[src/rtl/store_commit_unit_pkg.sv]
// Shared definitions for the store commit unit: FSM encoding, store width codes
// and the address field that selects the IO region.
package store_commit_unit_pkg;

  typedef enum logic [1:0] {
    ST_IDLE  = 2'd0,
    ST_REQ   = 2'd1,
    ST_WRITE = 2'd2,
    ST_DONE  = 2'd3
  } state_t;

  typedef enum logic [1:0] {
    WIDTH_SB  = 2'd0,
    WIDTH_SH  = 2'd1,
    WIDTH_SW  = 2'd2,
    WIDTH_RSV = 2'd3
  } width_t;

  localparam int IO_FIELD_LSB = 16;
  localparam int IO_FIELD_MSB = 17;

  // Index of the last byte written for a given store width; the reserved code behaves as SW.
  function automatic logic [1:0] last_byte_idx(input width_t width);
    case (width)
      WIDTH_SB: return 2'd0;
      WIDTH_SH: return 2'd1;
      default:  return 2'd3;
    endcase
  endfunction

endpackage

[src/rtl/store_commit_unit_byte_sel.sv]
// Byte-lane mux: picks byte idx of a little-endian 32-bit store word.
module store_byte_sel (
  input  logic [31:0] data,
  input  logic [1:0]  idx,
  output logic [7:0]  byte_out
);

  assign byte_out = data[{idx, 3'b000} +: 8];

endmodule

[src/rtl/store_commit_unit.sv]
// Drains one committed store onto the shared byte-wide memory port, one byte per
// granted cycle, then pulses finish_store to release the ROB.
module store_commit_unit
  import store_commit_unit_pkg::*;
#(
  parameter logic [1:0] IO_ADDR_HI = 2'b11
) (
  input  logic        clk_in,
  input  logic        rst_in,
  input  logic        rdy_in,
  input  logic        commit_valid,
  input  logic [1:0]  commit_width,
  input  logic [31:0] commit_addr,
  input  logic [31:0] commit_data,
  output logic        mem_req,
  input  logic        mem_grant,
  input  logic        io_buffer_full,
  output logic [31:0] mem_a,
  output logic [7:0]  mem_dout,
  output logic        mem_wr,
  output logic        finish_store,
  output logic        busy
);

  state_t      state_q, state_d;
  logic [31:0] addr_q;
  logic [31:0] data_q;
  logic [1:0]  idx_q;
  logic [1:0]  last_idx_q;
  logic [7:0]  lane_byte;
  logic        io_stall;
  logic        write_en;
  logic        accept;

  assign accept   = rdy_in && (state_q == ST_IDLE) && commit_valid;
  assign io_stall = (addr_q[IO_FIELD_MSB:IO_FIELD_LSB] == IO_ADDR_HI) && io_buffer_full;
  assign write_en = rdy_in && (state_q == ST_WRITE) && mem_grant && !io_stall;

  // NOTE: sequential state uses non-blocking assignments so every register samples pre-edge values.
  always_ff @(posedge clk_in or posedge rst_in) begin
    if (rst_in) begin
      state_q <= ST_IDLE;
    end else if (rdy_in) begin
      state_q <= state_d;
    end
  end

  // NOTE: the store latches are reset too, so a reset mid-store leaves nothing stale on the port.
  always_ff @(posedge clk_in or posedge rst_in) begin
    if (rst_in) begin
      addr_q     <= '0;
      data_q     <= '0;
      idx_q      <= '0;
      last_idx_q <= '0;
    end else if (accept) begin
      addr_q     <= commit_addr;
      data_q     <= commit_data;
      idx_q      <= '0;
      last_idx_q <= last_byte_idx(width_t'(commit_width));
    end else if (write_en) begin
      idx_q <= idx_q + 2'd1;
    end
  end

  // NOTE: state_d is defaulted first so no path through the case infers a latch.
  always_comb begin
    state_d = state_q;
    case (state_q)
      ST_IDLE:  if (commit_valid) state_d = ST_REQ;
      ST_REQ:   if (mem_grant) state_d = ST_WRITE;
      ST_WRITE: begin
        // A dropped grant sends us back to arbitrate; idx is kept so the store resumes in place.
        if (!mem_grant) begin
          state_d = ST_REQ;
        end else if (!io_stall && (idx_q == last_idx_q)) begin
          state_d = ST_DONE;
        end
      end
      ST_DONE:  state_d = ST_IDLE;
      default:  state_d = ST_IDLE;
    endcase
  end

  store_byte_sel u_byte_sel (
    .data     (data_q),
    .idx      (idx_q),
    .byte_out (lane_byte)
  );

  always_comb begin
    mem_req      = (state_q == ST_REQ) || (state_q == ST_WRITE);
    busy         = (state_q != ST_IDLE);
    mem_wr       = write_en;
    mem_a        = write_en ? (addr_q + {30'd0, idx_q}) : 32'd0;
    mem_dout     = write_en ? lane_byte : 8'd0;
    finish_store = rdy_in && (state_q == ST_DONE);
  end

endmodule

[config.mk]
export PLATFORM = sky130hd
export DESIGN_NAME = store_commit_unit
export DESIGN_NICKNAME = d
export VERILOG_FILES = /design/src/rtl/store_commit_unit_pkg.sv /design/src/rtl/store_commit_unit_byte_sel.sv /design/src/rtl/store_commit_unit.sv
export SDC_FILE = /design/constraint.sdc
export NUM_CORES = 1
export LEC_CHECK = 0
export ABC_AREA = 1
export BUFFER_PORTS_ARGS = -buffer_cell sky130_fd_sc_hd__buf_2
export CELL_PAD_IN_SITES_DETAIL_PLACEMENT = 1
export CELL_PAD_IN_SITES_GLOBAL_PLACEMENT = 2
export CORE_ASPECT_RATIO = 1.2
export CORE_UTILIZATION = 32
export DETAILED_ROUTE_END_ITERATION = 10
export GPL_TIMING_DRIVEN = 0
export HOLD_SLACK_MARGIN = 0.03
export PLACE_DENSITY = 0.94
export SYNTH_ARGS = -nofsm -noshare
export SYNTH_HDL_FRONTEND = slang
export SYNTH_SLANG_ARGS = --single-unit
[constraint.sdc]
create_clock -name clk_in -period 2.8 [get_ports clk_in]
set_input_delay 0.14 -clock clk_in [delete_from_list [all_inputs] [get_ports clk_in]]
set_output_delay 0.14 -clock clk_in [all_outputs]
set_load 0.03 [all_outputs]
---- Word level (Yosys, flattened, before mapping) ----
Cells that the tools add are included.
cells by class
  shift operators ......................... 1
  equality and inequality tests ........... 9
  $add $sub $neg .......................... 2
  reductions and logical operators ........ 15
  muxes and demuxes ....................... 10
operators by type and width
  operator                                       number
  adder 32 x 2 -> 32 bit                         1
  2-to-1 mux 32 bit                              1
  indexed part select 32 x 6 -> 8 bit            1
  2-to-1 mux 2 bit                               6
  logical AND 1 bit                              8
  2-to-1 mux 8 bit                               1
  one-hot mux 2 bit (4 select lines)             1
  == test 2 bit, second input constant           3
  == test 2 x 1 -> 1 bit, second input constant  2
  logical NOT 2 bit                              2
  != test 2 bit, second input constant           2
  one-hot mux 2 bit (2 select lines)             1
  AND reduction 4 bit                            1
  nonzero test 2 bit                             2
  != test 3 bit, second input constant           1
  adder 2 x 1 -> 2 bit, second input constant    1
  == test 2 bit                                  1
  logical NOT 1 bit                              1
  logical OR 1 bit                               1
storage, ports and cells
  register bits ........................... 70
  word-level logic and storage cells ...... 42
  input bits .............................. 72
  output and inout port bits .............. 44

---- Longest topological paths before layout ----
  depth after elaboration ................. 7
  depth in mapped cells ................... 10
  depth with buffers taken out ............ 10

---- Hierarchy ----
From an unflattened synthesis, not the netlist that was laid out.
second synthesis, totals
  cell total of the unflattened synthesis .. 569
  area total of the unflattened synthesis .. 4,294.1 µm²
modules (own cells, without submodules)
  module             cells an instance  times used  area each (µm²)  seq. area each (µm²)
  store_commit_unit  475                1           3,898.7          1,751.7
  store_byte_sel     94                 1           395.4            0.0

---- Least setup slack after synthesis ----
Ideal clock, no wire load.
  path kind ............................... flip-flop to output port
  from .................................... register addr_q[0]
  to ...................................... output port mem_a[30]
  buffers on the path ..................... 0
  path slack .............................. 0.827 ns
  stages on the path, launching flop included .. 10
  arrival ................................. 1.833 ns
  required time ........................... 2.660 ns
  path through ............................ dfrtp_1 > ha_1 > fa_1 > nand2_4 > nor2_4 > nand2_2 > nor2_4 > nand3_1 > nand2_1 > nor2_1
on the way
  word-level cells in the longest chain between the ends .. 2
ends and longest elaborated chain
  what                    line                     text
  start, declared         store_commit_unit.sv:26  logic [31:0] addr_q;
  start signal, assigned  store_commit_unit.sv:56  addr_q <= commit_addr;
  adder 32 x 2 -> 32 bit  store_commit_unit.sv:94  mem_a = write_en ? (addr_q + {30'd0, idx_q}) : 32'd0;
  2-to-1 mux 32 bit       store_commit_unit.sv:94
  end, declared           store_commit_unit.sv:18  output logic [31:0] mem_a,
No other way between the ends.

---- Worst setup path after layout ----
  from .................................... register addr_q[0]
  to ...................................... output port mem_a[24]
Same word-level chain as after synthesis.

==> metrics <==
outcome=completed; reg-to-reg critical path endpoint=data_q[13]$_DFFE_PP0P_; power per cell area=982.2 nW/um^2; pin count of the biggest net entering global routing=71; distinct cell type count after synthesis=26; EDFF count, synth=0; vias per cell=4.847; Max Fanout on Critical Path=5; Crit. End Element=primary output; clock transition at the registers of the reported paths=0.06 ns; post-CTS sizing=0; Root Buffer=clkbuf_16; die area=13280 um^2; Max Transition Viols Final=0; antenna-violating nets left=0; worst skew pair latency=0.33 ns; Final Hold Fails=0; die width=105.4 um; worst slew pin tran=0.9152 ns; synthesized netlist cell count=525; final-report setup violation count=0; Fillers=1555; drt total wl=13270 um; ant diodes=0; critical path endpoint=mem_a[24]; WL/cell=16.23 um; io pins=116; hold crit path type=input pin to async pin; Yosys warning total=0; Synth Area per Inst=7.817 um^2; most common cell after layout, fill and taps aside=buf_2; flops & latches, synth=70; unrepaired setup endpoints after global routing=no; top_reg_cell synth=dfrtp_1; initial drt markers=88; # nets final=731; Syn Nets=604; Port Buffers=115; CTS buffer count=9; CP arrival=2.23 ns; Final Skew=0.005738 ns; Core ar.=12280 um^2; CTS tree=done; clock sink count=70; Max Cap Viol=0; Seq/Total Area, Yosys=42.68%; drt first pass iters=4; Post-CTS Setup Bufs=0; routability cong.=0.9158; reg-to-reg slack, setup=0.71 ns; vias post-DR=3965; hpwl dp=10390 um; Area growth syn-to-layout=26.86%; H-tree depth=3; Worst Setup SP=addr_q[0]$_DFFE_PP0P_; Setup TNS=0 ns; initial antenna violation count=1; All-Layer GR Usage=21.32%; initial core utilization=33.43%; vias in the first global route=4334; maximum clock insertion buffer count=2; most frequent cells in the layout=buf_2, nor2_1, nand2_1; first-pass GRT wire length=21710 um; Worst EP required=2.66 ns; row cnt=44; Async SR Flop Fraction=100.0%; maximum VDD drop=476.6 uV; total gr overflow=0; reg2reg path depth=7; final period utilization=84.79%; Fmax=421.2 MHz; Pwr Total=5114 uW; Leak=0.002668 uW; critical path type=flop to primary output; Die Ht=126.1 um; DR DRC count=0; fraction of layout cells with a size suffix above 1=30.75%; reg2reg start=state_q[0]$_DFFE_PP0P_; min Tclk post-route=2.374 ns; Max-Slew Margin vs Limit=38.99%; Startpoint Class=flop; Post-Syn Area=4104 um^2
[stage by stage]
| step | setup slack [ns] | instance area [um^2] | hold WS, ns | utilization (%) | std cells |
|---|---|---|---|---|---|
| 2_1_floorplan | 0.8274 | 4104 | 0.2905 | - | 525 |
| 3_3_place_gp | -0.02626 | 4881 | 0.3727 | 39.76 | 801 |
| 3_5_place_dp | 0.6825 | 4883 | 0.3771 | 39.78 | 801 |
| 4_1_cts | 0.4047 | 5206 | 0.03065 | 42.41 | 818 |
| 5_1_grt | 0.2199 | 5206 | 0.03579 | 42.41 | 818 |
| 6_report | 0.4260 | 5206 | 0.003801 | 42.41 | 818 |
[synthesized netlist by cell type, types with 3 or more instances]
cell type	n	area, um^2
a21oi_1	54	270.3
buf_2	15	75.07
dfrtp_1	70	1752
ha_1	6	75.07
inv_1	46	172.7
mux2_2	40	450.4
nand2_1	104	390.4
nand2_2	5	31.28
nand2_4	3	33.78
nand3_1	20	100.1
nor2_1	109	409.1
nor2_4	5	56.30
o21ai_0	28	140.1
xnor2_1	5	43.79
[routing by layer]
metal / vias to the layer above / global-route usage, % / part of all wire [%]
met1: 1899 / 24.28 / 40
li1: 1933 / - / -
met3: 24 / 5.538 / 5.2
met5: - / 0 / 0.098
met2: 107 / 38.16 / 52
met4: 2 / 7.705 / 2.4
[cell type report]
type	count	area, um^2	area share [%]
Clock inverter	2	38.79	0.7450
Tap cell	161	201.4	3.869
Multi-Input combinational cell	389	2082	39.99
Timing Repair Buffer	116	585.6	11.25
Inverter	48	182.7	3.509
Buffer	18	90.09	1.730
Clock buffer	14	274.0	5.263
Sequential cell	70	1752	33.65
[sequential cells by signal, indices dropped and copies added, names as in the netlist]
signal      cells
idx_q           2
last_idx_q      2
state_q         2
data_q         32
addr_q         32
[worst max-delay path, stage by stage, from the launching register on]
cell and delay (ns):
dfrtp_1 0.38, ha_1 0.24, fa_1 0.46, nand2_4 0.13, nor2_4 0.05, nand2_1 0.09
inv_1 0.09, nand3_1 0.09, nand2_1 0.08, nor2_1 0.09, buf_2 0.20
[kinds of logic (layout without fill, tap and decap cells)]
family                   after synthesis  count (layout)  share of synthesized area, %
multiplexers                          40              40                         10.98
flip-flops                            70              70                         42.68
XOR/XNOR                               6               6                         1.280
AND/OR/NAND/NOR                      250             250                         25.49
adder cells (fa/ha/maj)                7               7                         2.317
buffers and inverters                 66             198                         6.585
AO/OA/AOI/OAI                         86              86                         10.67
[power by group]
part	total, uW	switching, uW	internal (uW)
clock	1200	432	765
sequential	1930	418	1510
combinational	1990	1210	780
[how the worst min path moves through the flow]
stage / cells after the start / start / slack (ns) / endpoint
after floorplan: 1 / commit_addr[17] / 0.29 / addr_q[17]$_DFFE_PP0P_
after global placement: 2 / commit_data[7] / 0.37 / data_q[7]$_DFFE_PP0P_
after detailed placement: 2 / commit_addr[4] / 0.38 / addr_q[4]$_DFFE_PP0P_
after CTS: 2 / commit_addr[13] / 0.03 / addr_q[13]$_DFFE_PP0P_
after global routing: 2 / commit_addr[13] / 0.04 / addr_q[13]$_DFFE_PP0P_
final: 2 / rst_in / 0.004 / addr_q[6]$_DFFE_PP0P_
[timing repair]
item / CTS / global route
hold buffers: 1 / 0
hold endpoints to repair: 1 / 0
endpoints found under the setup margin: 0 / 0
Power figures use the tool's default switching activity.
